<file path="config.mk">
export PLATFORM = sky130hd
export DESIGN_NAME = fb_rect_writer_flat
export DESIGN_NICKNAME = d
export VERILOG_FILES = /design/src/rtl/fb_rect_writer_if.sv /design/src/rtl/fb_rect_writer.sv /design/src/flat_wrapper.sv
export SDC_FILE = /design/constraint.sdc
export NUM_CORES = 1
export LEC_CHECK = 0
export BUFFER_PORTS_ARGS = -buffer_cell sky130_fd_sc_hd__buf_2
export CELL_PAD_IN_SITES_DETAIL_PLACEMENT = 1
export CELL_PAD_IN_SITES_GLOBAL_PLACEMENT = 1
export CORE_ASPECT_RATIO = 0.75
export CORE_MARGIN = 5
export CORE_UTILIZATION = 25
export DETAILED_ROUTE_END_ITERATION = 8
export PLACE_DENSITY_LB_ADDON = 0.3
export SETUP_SLACK_MARGIN = 0.05
export SLEW_MARGIN = 20
export SYNTH_ARGS = -nofsm -noshare
export SYNTH_HDL_FRONTEND = slang
export SYNTH_SLANG_ARGS = --single-unit
</file>
<file path="constraint.sdc">
create_clock -name clk -period 3.4 [get_ports clk]
set_clock_uncertainty 0.05 [all_clocks]
set_input_delay 0.68 -clock clk [delete_from_list [all_inputs] [get_ports clk]]
set_output_delay 0.68 -clock clk [all_outputs]
set_load 0.01 [all_outputs]
</file>
<file path="src/rtl/fb_rect_writer_if.sv">
// Command, pixel-stream and BRAM port-B write bundle for fb_rect_writer.
// The master side issues commands and pixels; the slave side writes the frame buffer.
interface fb_rect_writer_if #(
  parameter int unsigned ADDR_W = 19,
  parameter int unsigned DATA_W = 12
) ();
  logic              start;
  logic [9:0]        x0;
  logic [9:0]        y0;
  logic [9:0]        w;
  logic [9:0]        h;
  logic              busy;
  logic              done;
  logic              pix_valid;
  logic              pix_ready;
  logic [DATA_W-1:0] pix_data;
  logic              wea;
  logic [ADDR_W-1:0] addra;
  logic [DATA_W-1:0] dina;

  modport master (
    output start, x0, y0, w, h, pix_valid, pix_data,
    input  busy, done, pix_ready, wea, addra, dina
  );

  modport slave (
    input  start, x0, y0, w, h, pix_valid, pix_data,
    output busy, done, pix_ready, wea, addra, dina
  );
endinterface

</file>
<file path="src/rtl/fb_rect_writer.sv">
// Rectangle blitter into the linearly scanned RGB444 frame buffer: clips off-screen pixels,
// skips the transparent key colour, and issues registered BRAM port-B writes.
module fb_rect_writer #(
  parameter int unsigned        H_RES     = 800,
  parameter int unsigned        V_RES     = 600,
  parameter int unsigned        ADDR_W    = 19,
  parameter int unsigned        DATA_W    = 12,
  parameter logic [DATA_W-1:0]  KEY_COLOR = 12'hF0F
) (
  input logic             clk,
  input logic             rst_n,
  fb_rect_writer_if.slave bus
);

  localparam int unsigned RbW = ADDR_W + 1;

  typedef enum logic [1:0] {StIdle, StBusy, StDone} state_e;

  state_e            state_q, state_d;
  logic [9:0]        x0_q, x0_d, y0_q, y0_d, w_q, w_d, h_q, h_d;
  logic [9:0]        cx_q, cx_d, cy_q, cy_d;
  logic [RbW-1:0]    row_base_q, row_base_d;
  logic              wea_q, wea_d;
  logic [ADDR_W-1:0] addra_q, addra_d;
  logic [DATA_W-1:0] dina_q, dina_d;

  logic hs, on_screen, last_col, last_row;

  assign hs        = bus.pix_valid && (state_q == StBusy);
  // 11-bit sums so that a rectangle hanging off the right/bottom edge never wraps back on
  assign on_screen = ((11'(x0_q) + 11'(cx_q)) < 11'(H_RES)) &&
                     ((11'(y0_q) + 11'(cy_q)) < 11'(V_RES));
  assign last_col  = (cx_q == w_q - 10'd1);
  assign last_row  = (cy_q == h_q - 10'd1);

  always_comb begin
    state_d    = state_q;
    x0_d       = x0_q;
    y0_d       = y0_q;
    w_d        = w_q;
    h_d        = h_q;
    cx_d       = cx_q;
    cy_d       = cy_q;
    row_base_d = row_base_q;
    wea_d      = 1'b0;
    addra_d    = addra_q;
    dina_d     = dina_q;

    unique case (state_q)
      StIdle: begin
        if (bus.start) begin
          if ((bus.w != 10'd0) && (bus.h != 10'd0)) begin
            x0_d       = bus.x0;
            y0_d       = bus.y0;
            w_d        = bus.w;
            h_d        = bus.h;
            cx_d       = 10'd0;
            cy_d       = 10'd0;
            row_base_d = RbW'(bus.y0) * RbW'(H_RES) + RbW'(bus.x0);
            state_d    = StBusy;
          end else begin
            state_d = StDone;
          end
        end
      end
      StBusy: begin
        if (hs) begin
          // Address/data only move on a real write, so clipped pixels never show a bad address
          if (on_screen && (bus.pix_data != KEY_COLOR)) begin
            wea_d   = 1'b1;
            addra_d = ADDR_W'(row_base_q + RbW'(cx_q));
            dina_d  = bus.pix_data;
          end
          if (last_col) begin
            cx_d       = 10'd0;
            cy_d       = cy_q + 10'd1;
            row_base_d = row_base_q + RbW'(H_RES);
            if (last_row) begin
              state_d = StDone;
            end
          end else begin
            cx_d = cx_q + 10'd1;
          end
        end
      end
      StDone: begin
        state_d = StIdle;
      end
      default: begin
        state_d = StIdle;
      end
    endcase
  end

  always_ff @(posedge clk or negedge rst_n) begin
    if (!rst_n) begin
      state_q    <= StIdle;
      x0_q       <= '0;
      y0_q       <= '0;
      w_q        <= '0;
      h_q        <= '0;
      cx_q       <= '0;
      cy_q       <= '0;
      row_base_q <= '0;
      wea_q      <= 1'b0;
      addra_q    <= '0;
      dina_q     <= '0;
    end else begin
      state_q    <= state_d;
      x0_q       <= x0_d;
      y0_q       <= y0_d;
      w_q        <= w_d;
      h_q        <= h_d;
      cx_q       <= cx_d;
      cy_q       <= cy_d;
      row_base_q <= row_base_d;
      wea_q      <= wea_d;
      addra_q    <= addra_d;
      dina_q     <= dina_d;
    end
  end

  assign bus.busy      = (state_q != StIdle);
  assign bus.done      = (state_q == StDone);
  assign bus.pix_ready = (state_q == StBusy);
  assign bus.wea       = wea_q;
  assign bus.addra     = addra_q;
  assign bus.dina      = dina_q;

endmodule
</file>
<file path="src/flat_wrapper.sv">
// flat-port wrapper written by rule: the top's interface ports become plain ports
module fb_rect_writer_flat 
#(
  parameter int unsigned        H_RES     = 800,
  parameter int unsigned        V_RES     = 600,
  parameter int unsigned        ADDR_W    = 19,
  parameter int unsigned        DATA_W    = 12,
  parameter logic [DATA_W-1:0]  KEY_COLOR = 12'hF0F
)
  (clk, rst_n, bus_start, bus_x0, bus_y0, bus_w, bus_h, bus_pix_valid, bus_pix_data, bus_busy, bus_done, bus_pix_ready, bus_wea, bus_addra, bus_dina);
  fb_rect_writer_if #(.ADDR_W(ADDR_W), .DATA_W(DATA_W)) bus_i ();
  input logic clk;
  input logic rst_n;
  input wire logic [$bits(bus_i.start)-1:0] bus_start;
  input wire logic [$bits(bus_i.x0)-1:0] bus_x0;
  input wire logic [$bits(bus_i.y0)-1:0] bus_y0;
  input wire logic [$bits(bus_i.w)-1:0] bus_w;
  input wire logic [$bits(bus_i.h)-1:0] bus_h;
  input wire logic [$bits(bus_i.pix_valid)-1:0] bus_pix_valid;
  input wire logic [$bits(bus_i.pix_data)-1:0] bus_pix_data;
  output wire logic [$bits(bus_i.busy)-1:0] bus_busy;
  output wire logic [$bits(bus_i.done)-1:0] bus_done;
  output wire logic [$bits(bus_i.pix_ready)-1:0] bus_pix_ready;
  output wire logic [$bits(bus_i.wea)-1:0] bus_wea;
  output wire logic [$bits(bus_i.addra)-1:0] bus_addra;
  output wire logic [$bits(bus_i.dina)-1:0] bus_dina;
  assign bus_i.start = bus_start;
  assign bus_i.x0 = bus_x0;
  assign bus_i.y0 = bus_y0;
  assign bus_i.w = bus_w;
  assign bus_i.h = bus_h;
  assign bus_i.pix_valid = bus_pix_valid;
  assign bus_i.pix_data = bus_pix_data;
  assign bus_busy = bus_i.busy;
  assign bus_done = bus_i.done;
  assign bus_pix_ready = bus_i.pix_ready;
  assign bus_wea = bus_i.wea;
  assign bus_addra = bus_i.addra;
  assign bus_dina = bus_i.dina;
  fb_rect_writer #(.H_RES(H_RES), .V_RES(V_RES), .ADDR_W(ADDR_W), .DATA_W(DATA_W), .KEY_COLOR(KEY_COLOR)) u_core (.clk(clk), .rst_n(rst_n), .bus(bus_i));
endmodule
</file>
==> out/results.md, run 1 <==
| Quantity | This run |
| --- | --- |
| GRT Residual Overflow | 0 |
| Power density over the cells | 843 nW/µm² |
| Detailed-placement wirelength estimate | 18,200 µm |
| Clock-pin transition on the worst setup and hold timing paths | 0.06 ns |
| Compound-Gate Fraction of Synth Area | 13.4% |
| Fraction of registers with async set or reset after synthesis | 100% |
| Clock Latency Late Sink | 0.44 ns |
| Total wirelength of the detailed-routed design | 23,700 µm |
| Min Clock Period, post-route | 3.34 ns |
| Share of the clock period used by the worst path after layout | 98.3% |
| Worst EP arrival | 3.59 ns |
| RePlAce Congestion | 0.762 |
| Post-detailed-route wirelength per cell | 16.6 µm |
| Largest family of logic cells by synthesized area | simple AND/OR/NAND/NOR gates |
| Number of flops mapped to enable cells by yosys | 0 |
| Layout overhead on the synthesized area | 29.4% |
| TritonCTS clock tree | done |
| Die outline area | 35,100 µm² |
| TritonCTS sink count | 113 |
| Synth Net Count | 1,008 |
| Highest attainable clock frequency | 299 MHz |
| Post-Synth XOR/XNOR Area | 8.69% |
| Number of antenna violations at the first check in global routing | 0 |
| H-tree levels | 4 |
| Max Cap Violations | 0 |
| Most prevalent standard cell on the critical path | ha_4 |
| CP Cell Sequence | buf_8 -> ha_4 -> ha_4 -> inv_2 -> fa_1 -> inv_2 -> ha_4 -> nand3_2 -> o2111ai_2 -> xor2_2 -> nand4_1 -> buf_4 -> nor2_4 -> nand4b_1 -> mux2i_1 -> o211ai_1 |
| Setup Viol. Count Final | 0 |
| Via count of the first global-routing pass | 6,962 |
| Top cell type by total area after synthesis | dfrtp_1 |
| Top cells by area, synth | dfrtp_1, ha_1, nand2_1 |
| Proportion of layout cells with a drive suffix above 1 | 25.4% |
| Maximum clock insertion buffer count | 2 |
| Simple-gate share of the synthesized area | 19.9% |
| Count of buffering cells on the critical path with inverters included | 4 |
| Die boundary width | 215 µm |
| Row count | 56 |
| Overall global routing resource usage | 13.5% |
| CP Class | primary input to flip-flop |
| Number of synthesized register bits | 113 |
| Number of hold violations in the final report | 0 |
| CP startpoint kind | primary input |
| Maximum cell stage delay along the critical path | 0.52 ns |
| IO buf count | 90 |
| Remaining number of nets flagged by the antenna check after routing | 0 |
| Die Y-Extent | 164 µm |
| RSZ-0062 raised after global routing | yes |
| Initial Util | 25.2% |
| Net total in the final layout | 1,146 |
| Highest net fanout along the worst path | 4 |
| Number of design-rule violations left by the first detailed-router iteration | 412 |
| Vias after detailed routing | 6,771 |
| Most frequent cells in the layout | nand2_1, dfrtp_1, buf_2 |
| Most used DFF post-synth | dfrtp_1 |
| Required time of the critical path | 3.65 ns |
| Post-Syn Area per Cell | 8.99 µm² |
| Number of pins with negative max-slew slack in the final report | 0 |
| Antenna cell count | 0 |
| Total iterations of the first detailed-routing run | 4 |
| Multiplexer share of the synthesized area | 4.98% |
| Placeable core region | 31,200 µm² |
| Fraction of the yosys area taken by sequential cells | 36.0% |
| Area share of the largest cell type after synthesis | 36.0% |
| Number of primary I/O pins | 91 |
| Post-route total power | 0.00857 W |
| Final worst setup slack | 0.0573 ns |
| Worst path slowest cell | fa_1 |
| Rel. slew slack | 49.2% |
| Hold Path Class | primary input to async pin |
| CTS root buffer | clkbuf_16 |
| Worst slack at placement | -0.388 ns |
| Number of buffers inserted by hold repair at cts | 0 |
| Global-route wire length before repair | 38,000 µm |
| Avg Vias per Cell | 4.73 |
| Family with the most delay on the worst path | adder cells |
| Crit path capture type | flip-flop |
| Status | complete, no violations |
| Post-Synthesis Cells | 875 |
| Post-synthesis instance area | 7870 µm² |
| Most common cell after layout, fill and taps aside | nand2_1 |
| Leakage power of the design | 4.71 nW |
| Clock buffer count from CTS | 17 |
| Synthesized-area fraction occupied by adder cells | 12.9% |
| Warnings from Yosys | 0 |
| Slew at the pin closest to its max-slew limit | 0.762 ns |
| Library cells used by synthesis | 68 |
| Pin count of the biggest net entering global routing | 52 |
| Worst VDD drop | 365 µV |
| Number of DRC violations after detailed routing | 0 |
-- registers in the layout, indices dropped and copies added (netlist names) --
signal	flops
u_core.bus.addra	19
u_core.state_q	2
u_core.row_base_q	19
u_core.bus.wea	1
u_core.cy_q	10
u_core.cx_q	10
u_core.x0_q	10
u_core.w_q	10
u_core.bus.dina	12
u_core.h_q	10
u_core.y0_q	10
-- stage by stage --
step           cell area, µm²  hold slack, ns  setup TNS, ns  std cells  util [%]
2_1_floorplan            8010           0.334         -0.146        875         -
3_3_place_gp             9250           0.412          -1.81       1392      29.7
3_5_place_dp             9250           0.412          -2.14       1392      29.7
4_1_cts                  9910          0.0996              0       1424      31.8
5_1_grt                 10200           0.120         -0.287       1432      32.6
6_report                10200           0.112              0       1432      32.6
-- layer usage --
metal	share of wire [%]	track usage [%]	vias to the layer above
li1	-	-	3340
met4	0.91	3.66	0
met3	3.6	2.85	14
met1	52	19.3	3327
met5	0	0	-
met2	44	20.7	90
-- worst paths after layout --
| path | startpoint | end | slack, ns | cells after the start |
|---|---|---|---|---|
| max | bus_y0[5] | u_core.row_base_q[18]$_DFFE_PN0P_ | 0.06 | 16 |
| min | rst_n | u_core.w_q[2]$_DFFE_PN0P_ | 0.11 | 1 |
| max reg2reg | u_core.w_q[3]$_DFFE_PN0P_ | u_core.cy_q[7]$_DFFE_PN0P_ | 0.19 | 8 |
| min reg2reg | u_core.state_q[1]$_DFFE_PN0P_ | u_core.state_q[1]$_DFFE_PN0P_ | 0.42 | 1 |
| max in group asynchronous | rst_n | u_core.row_base_q[15]$_DFFE_PN0P_ | 2.48 | 2 |
| min in group clk | bus_h[6] | u_core.h_q[6]$_DFFE_PN0P_ | 0.40 | 3 |
-- synth_stat cells, types with 7 or more instances --
master / count
dfrtp_1: 113
mux2_2: 28
a31oi_1: 9
fa_1: 7
ha_1: 70
or3_1: 8
nor4_1: 7
a21o_1: 9
a21oi_1: 47
o21ai_0: 35
nor3_1: 22
nand3_1: 27
nand2b_1: 11
nand2_1: 145
inv_1: 55
nand4_1: 9
nor2b_1: 7
nor2_1: 47
xor2_1: 28
clkbuf_1: 21
xnor2_1: 50
-- final cells by class --
class	instances	area, µm²
sequential	113	2830
timing repair buffer	145	910
clock inverter	14	225
fill	3608	21000
clock buffer	18	439
inverter	55	206
multi-input combinational	681	5060
tap	406	508
-- cell families (layout without fill, tap and decap cells) --
logic type      Yosys count  count (layout)
xor+xnor                 78              78
flops                   113             113
fa+ha+maj                77              77
mux                      34              34
compound gates          165             166
simple gates            326             326
buf+inv                  82             232
-- power by group --
part           switching, W  internal [W]
Sequential         0.000509       0.00191
Clock              0.000723       0.00133
Combinational       0.00223       0.00187
-- repair_timing --
item | CTS | global route
setup endpoints to repair | 0 | 24
setup buffers | 0 | 7
gates resized for setup | 0 | 38
(Power assumes the default switching activity.)
==> inputs of run 2 (changes only) <==
- SETUP_SLACK_MARGIN: 0.05 -> 0.3
==> run 2 against run 1 <==
Effect of this change: flip-flop and latch count stayed put; first-iteration DRC count is 14% lower; fmax is 1.5% higher; final cell count is 0.98% higher; clock-buffer cell count is 1 lower; global-route usage is 0.45 points higher; worst hold slack better by 0.19 ns; via count is 1.8% higher; register-to-register slack hardly changed; largest power group unchanged.
==> out/results.md, run 2 (synthesis gave the netlist of run 1 again) <==
| Quantity | This run | Delta |
| --- | --- | --- |
| Detailed-placement wirelength estimate | 18,100 µm | -0.52% |
| Origin of the critical flop-to-flop path | u_core.w_q[4]$_DFFE_PN0P_ |  |
| Via count of the first global-routing pass | 7,202 | +3.4% |
| GRT Residual Overflow | 0 | unchanged |
| Maximum clock insertion buffer count | 2 | unchanged |
| CTS root buffer | clkbuf_16 |  |
| Worst EP arrival | 3.55 ns | -0.04 ns |
| Vias after detailed routing | 6,890 | +1.8% |
| Total negative setup slack | 0 ns | unchanged |
| Rel. slew slack | 48.7% | -0.46 points |
| Fin Hold WS | 0.300 ns | +0.188 ns |
| Post-route total power | 0.00883 W | +3.0% |
| Net total in the final layout | 1,160 | +1.2% |
| Remaining number of nets flagged by the antenna check after routing | 0 | unchanged |
| Status | complete, no violations |  |
| Global-route wire length before repair | 39,400 µm | +3.8% |
| Number of hold violations in the final report | 0 | unchanged |
| Crit path capture type | flip-flop |  |
| Reg2Reg Setup Slack | 0.19 ns | about the same |
| Worst VDD drop | 396 µV | +8.6% |
| Share of the clock period used by the worst path after layout | 96.8% | -1.5 points |
| Number of pins with negative max-slew slack in the final report | 0 | unchanged |
| CP startpoint kind | primary input |  |
| Die boundary width | 215 µm | unchanged |
| Most frequent cells in the layout | nand2_1, dfrtp_1, buf_2 |  |
| Number of buffers inserted by hold repair at cts | 0 | unchanged |
| Number of design-rule violations left by the first detailed-router iteration | 355 | -14% |
| Placeable core region | 31,200 µm² | unchanged |
| Placed standard-cell area | 9260 µm² | +0.12% |
| Clock buffer count from CTS | 17 | unchanged |
| Antenna cell count | 0 | unchanged |
| Die outline area | 35,100 µm² | unchanged |
| Overall global routing resource usage | 14.0% | +0.45 points |
| Number of antenna violations at the first check in global routing | 0 | unchanged |
| Cell area after layout | 10,600 µm² | +3.7% |
| Post-route core utilization | 33.8% | +1.2 points |
| Total wirelength of the detailed-routed design | 25,000 µm | +5.3% |
| Max Cap Violations | 0 | unchanged |
| Initial Util | 25.2% | unchanged |
| Pin count of the biggest net entering global routing | 114 | +120% |
| Startpoint of the most critical setup path | bus_y0[5] |  |
| Clock Latency Late Sink | 0.42 ns | -0.02 ns |
| Total iterations of the first detailed-routing run | 4 | unchanged |
| RePlAce Congestion | 0.802 | +5.2% |
| Reg-to-reg critical path endpoint | u_core.row_base_q[18]$_DFFE_PN0P_ |  |
| IO buf count | 90 | unchanged |
| Number of DRC violations after detailed routing | 0 | unchanged |
| H-tree levels | 4 | unchanged |
| TritonCTS clock tree | done |  |
| Post-detailed-route wirelength per cell | 17.3 µm | +4.3% |
| Die Y-Extent | 164 µm | unchanged |
| Number of primary I/O pins | 91 | unchanged |
| Clock-pin transition on the worst setup and hold timing paths | 0.06 ns | about the same |
| Layout overhead on the synthesized area | 34.2% |  |
| Slew at the pin closest to its max-slew limit | 0.762 ns | -0.000142 ns |
| Power density over the cells | 837 nW/µm² | -0.69% |
| Setup Viol. Count Final | 0 | unchanged |
| Highest attainable clock frequency | 304 MHz | +1.5% |
| Required time of the critical path | 3.65 ns | about the same |
| TritonCTS sink count | 113 | unchanged |
| Crit path capture | u_core.row_base_q[17]$_DFFE_PN0P_ |  |
| Highest net fanout along the worst path | 4 | unchanged |
| Most common cell after layout, fill and taps aside | nand2_1 |  |
| CP Class | primary input to flip-flop |  |
| Avg Vias per Cell | 4.76 | +0.77% |
| Proportion of layout cells with a drive suffix above 1 | 30.1% | +4.7 points |
| RSZ-0062 raised after global routing | yes |  |
| Hold Path Class | primary input to async pin |  |
| Row count | 56 | unchanged |
| Leakage power of the design | 4.86 nW | +3.1% |
| Min Clock Period, post-route | 3.29 ns | -0.0501 ns |
| Depth of the worst register-to-register path | 8 | unchanged |
run 2: cell types whose count changed in the layout (fill, tap and decap cells not counted), sizes merged:
| cell | before | now |
|---|---|---|
| inv | 59 | 57 |
| bufinv | 5 | 3 |
| clkinv | 2 | 8 |
| clkinvlp | 3 | 2 |
| buf | 145 | 157 |
| clkbuf | 18 | 19 |
run 2: metal layers:
| metal | routed length [µm] | vias up | global-route usage (%) | part of all wire [%] |
|---|---|---|---|---|
| met3 | 842 | 8 | 2.83 | 3.4 |
| met5 | 0 | - | 0 | 0 |
| li1 | - | 3390 | - | - |
| met4 | 129 | 0 | 2.75 | 0.52 |
| met2 | 11200 | 95 | 21.8 | 45 |
| met1 | 12800 | 3397 | 20.1 | 51 |
run 2: timing repair:
item                                    in CTS  in global routing
setup buffers                               10                  9
pin swaps                                   32                 37
endpoints found under the hold margin        0                  0
endpoints found under the setup margin      54                 58
cloned                                       1                  3
gates resized for setup                     37                 52
run 2: cell type report:
type	instances	area, µm²
Fill cell	3565	20600
Tap cell	406	508
Inverter	55	209
Clock buffer	17	425
Sequential cell	113	2840
Multi-Input combinational cell	681	5290
Timing Repair Buffer	159	1100
Clock inverter	15	185
run 2: through the flow:
step / setup WS (ns) / cells
floorplan: -0.145 / 875
global placement: -0.329 / 1391
detailed placement: -0.429 / 1391
CTS: 0.0861 / 1434
global route: -0.0856 / 1446
finish: 0.107 / 1446
run 2: power breakdown:
group | switching [W] | internal [W] | leakage, nW
logic | 0.00237 | 0.00213 | 3.17
registers | 0.000542 | 0.00192 | 1.40
clock network | 0.000719 | 0.00116 | 0.294
total | 0.00363 | 0.00520 | 4.86
run 2: critical path, stage by stage:
cell       delay (ns)
buf_8            0.10
ha_4             0.24
ha_4             0.26
inv_2            0.03
fa_1             0.48
inv_2            0.04
ha_4             0.30
nand3_4          0.08
o2111ai_4        0.22
xor2_2           0.17
nand4_1          0.18
nor4b_4          0.31
xnor2_1          0.15
a32oi_1          0.07
o22a_1           0.22
run 2: how the worst min path moves through the flow:
stage	startpoint	to	depth (start not counted)
detailed placement	u_core.x0_q[0]$_DFFE_PN0P_	u_core.x0_q[0]$_DFFE_PN0P_	2
CTS	rst_n	u_core.w_q[2]$_DFFE_PN0P_	2
floorplan	rst_n	u_core.bus.addra[0]$_DFFE_PN0P_	0
global route	rst_n	u_core.w_q[2]$_DFFE_PN0P_	2
global placement	u_core.state_q[1]$_DFFE_PN0P_	u_core.state_q[1]$_DFFE_PN0P_	1
finish	rst_n	u_core.w_q[2]$_DFFE_PN0P_	2
==> inputs of run 3 (changes only) <==
- REMOVE_ABC_BUFFERS: not set -> 1
- SLEW_MARGIN: 20 -> 25
==> run 3 against run 2 <==
Effect of this change: flip-flop and latch count unchanged; global-route usage up 0.64 points; sequential share of layout area down 0.24 points; worst hold slack worse by 0.013 ns; clock-buffer cell count up 5; register-to-register slack better by 0.14 ns; sequential power about the same; via count up 0.26%; fmax down 1.7%.
==> out/results.md, run 3 (synthesis gave the netlist of run 1 again) <==
| Quantity | This run | Delta |
| --- | --- | --- |
| Status | complete, no violations |  |
| Remaining number of nets flagged by the antenna check after routing | 0 | unchanged |
| Most frequent cells in the layout | nand2_1, dfrtp_1, buf_2 |  |
| Number of pins with negative max-slew slack in the final report | 0 | unchanged |
| Initial Util | 25.2% | unchanged |
| P_sw | 0.00359 W | -1.0% |
| Max Cap Violations | 0 | unchanged |
| Worst VDD drop | 391 µV | -1.2% |
| Power density over the cells | 845 nW/µm² | +0.92% |
| Startpoint of the most critical setup path | bus_y0[5] |  |
| H-tree levels | 4 | unchanged |
| Sw Ratio | 40.0% | -1.1 points |
| Hold Path Class | primary input to async pin |  |
| Global-route wire length before repair | 41,100 µm | +4.2% |
| Layout overhead on the synthesized area | 35.3% |  |
| Rel. slew slack | 42.4% | -6.4 points |
| Highest net fanout along the worst path | 3 | -1 |
| Crit path capture type | flip-flop |  |
| GRT Residual Overflow | 0 | unchanged |
| IO buf count | 90 | unchanged |
| Number of primary I/O pins | 91 | unchanged |
| Number of design-rule violations left by the first detailed-router iteration | 268 | -25% |
| Most common cell after layout, fill and taps aside | nand2_1 |  |
| Leakage power of the design | 4.92 nW | +1.2% |
| Instance count after placement with tap cells included | 1,399 | +0.58% |
| Highest attainable clock frequency | 299 MHz | -1.7% |
| Number of DRC violations after detailed routing | 0 | unchanged |
| Die outline area | 35,100 µm² | unchanged |
| Post-route total power | 0.00899 W | +1.7% |
| Via count of the first global-routing pass | 7,322 | +1.7% |
| Min Clock Period, post-route | 3.35 ns | +0.0569 ns |
| Net total in the final layout | 1,170 | +0.86% |
| Maximum clock insertion buffer count | 2 | unchanged |
| Post-route core utilization | 34.1% | +0.27 points |
| Required time of the critical path | 3.66 ns | about the same |
| Overall global routing resource usage | 14.6% | +0.64 points |
| Pin count of the biggest net entering global routing | 52 | -54% |
| Relative contribution of the clock network to total power | 22.6% | +1.3 points |
| Total negative setup slack | 0 ns | unchanged |
| Number of cells in the finished layout apart from fillers | 1,456 | +0.69% |
| RePlAce Congestion | 0.790 | -1.5% |
| Origin of the critical flop-to-flop path | u_core.w_q[3]$_DFFE_PN0P_ |  |
| Number of hold violations in the final report | 0 | unchanged |
| Worst slack at placement | -0.671 ns | -0.242 ns |
| Avg Vias per Cell | 4.74 | -0.43% |
| RSZ-0062 raised after global routing | yes |  |
| Comb power frac | 50.3% | -0.6 points |
| Setup Viol. Count Final | 0 | unchanged |
| Placeable core region | 31,200 µm² | unchanged |
| TritonCTS clock tree | done |  |
| Detailed-placement wirelength estimate | 18,300 µm | +1.1% |
| Slew at the pin closest to its max-slew limit | 0.859 ns | +0.0977 ns |
| Clock-pin transition on the worst setup and hold timing paths | 0.06 ns | about the same |
| Number of antenna violations at the first check in global routing | 0 | unchanged |
| Antenna cell count | 0 | unchanged |
| Worst EP arrival | 3.61 ns | +0.06 ns |
| Total iterations of the first detailed-routing run | 4 | unchanged |
| Die Y-Extent | 164 µm | unchanged |
| CP startpoint kind | primary input |  |
| Vias after detailed routing | 6,908 | +0.26% |
| Share of the clock period used by the worst path after layout | 98.5% | +1.7 points |
| Power share of the sequential group | 27.1% | -0.7 points |
| Proportion of layout cells with a drive suffix above 1 | 30.0% | -0.096 points |
| Design internal power | 0.00539 W | +3.7% |
| Final worst setup slack | 0.0505 ns | -0.0569 ns |
| CTS root buffer | clkbuf_16 |  |
| Row count | 56 | unchanged |
| Total wirelength of the detailed-routed design | 25,500 µm | +2.2% |
| Clock buffer count from CTS | 17 | unchanged |
| TritonCTS sink count | 113 | unchanged |
| Post-detailed-route wirelength per cell | 17.5 µm | +1.5% |
| Die boundary width | 215 µm | unchanged |
| CP Class | primary input to flip-flop |  |
| Clock Latency Late Sink | 0.42 ns | about the same |
[run 3: cell types whose count changed in the layout (fill, tap and decap cells not counted), moves of 3 or more]
cell	delta
buf_4	+15
clkinv_4	-6
ha_1	-5
buf_6	-3
clkbuf_8	+3
ha_4	+3
inv_1	+3
xor2_1	+3
[run 3: power by group through the flow]
stage | clock network, W | logic, W | registers [W]
floorplan | 0 | 0.00250 | 0.00239
global placement | 0 | 0.00380 | 0.00245
detailed placement | 0 | 0.00389 | 0.00246
CTS | 0.00208 | 0.00424 | 0.00244
global route | 0.00213 | 0.00504 | 0.00252
finish | 0.00203 | 0.00452 | 0.00244
[run 3: path summary, 6_finish.rpt]
check / to / cells past startpoint / slack (ns)
min in group clk: u_core.h_q[9]$_DFFE_PN0P_ / 3 / 0.42
setup reg to reg: u_core.cy_q[6]$_DFFE_PN0P_ / 8 / 0.33
hold / removal: u_core.w_q[7]$_DFFE_PN0P_ / 1 / 0.29
hold reg to reg: u_core.y0_q[0]$_DFFE_PN0P_ / 2 / 0.43
setup / recovery: u_core.row_base_q[17]$_DFFE_PN0P_ / 14 / 0.05
max in group asynchronous: u_core.bus.addra[18]$_DFFE_PN0P_ / 2 / 2.25
[run 3: layout make-up]
cell class | instances | area (µm²)
clock buffer | 22 | 474
tap | 406 | 508
fill | 3566 | 20500
inverter | 55 | 206
sequential | 113 | 2830
timing repair buffer | 169 | 1160
clock inverter | 10 | 180
multi-input combinational | 681 | 5270
[run 3: stage by stage]
stage | area (µm²) | hold WS [ns]
detailed placement | 9160 | 0.418
finish | 10600 | 0.287
global route | 10600 | 0.342
floorplan | 7750 | 0.334
CTS | 10300 | 0.308
global placement | 9160 | 0.417
[run 3: critical path, cell delays in order]
cell	delay, ns
buf_6	0.11
ha_1	0.29
ha_1	0.28
inv_1	0.05
fa_1	0.49
inv_1	0.07
ha_4	0.16
or3_1	0.38
o22ai_2	0.19
xnor2_2	0.16
nor4b_4	0.25
xnor2_1	0.16
a32oi_1	0.09
o22a_1	0.22
[run 3: layer usage]
metal / vias to the layer above / global-route usage (%) / routed length (µm)
met5: - / 0 / 0
met1: 3426 / 20.8 / 13200
li1: 3411 / - / -
met3: 13 / 2.33 / 469
met2: 58 / 23.3 / 11700
met4: 0 / 3.51 / 206
[run 3: timing repair]
item / in CTS / in global routing
setup buffers: 11 / 11
gates resized for setup: 65 / 40
setup endpoints to repair: 20 / 54
hold buffers: 0 / 0
pin swaps: 44 / 35
gates cloned: 1 / 2
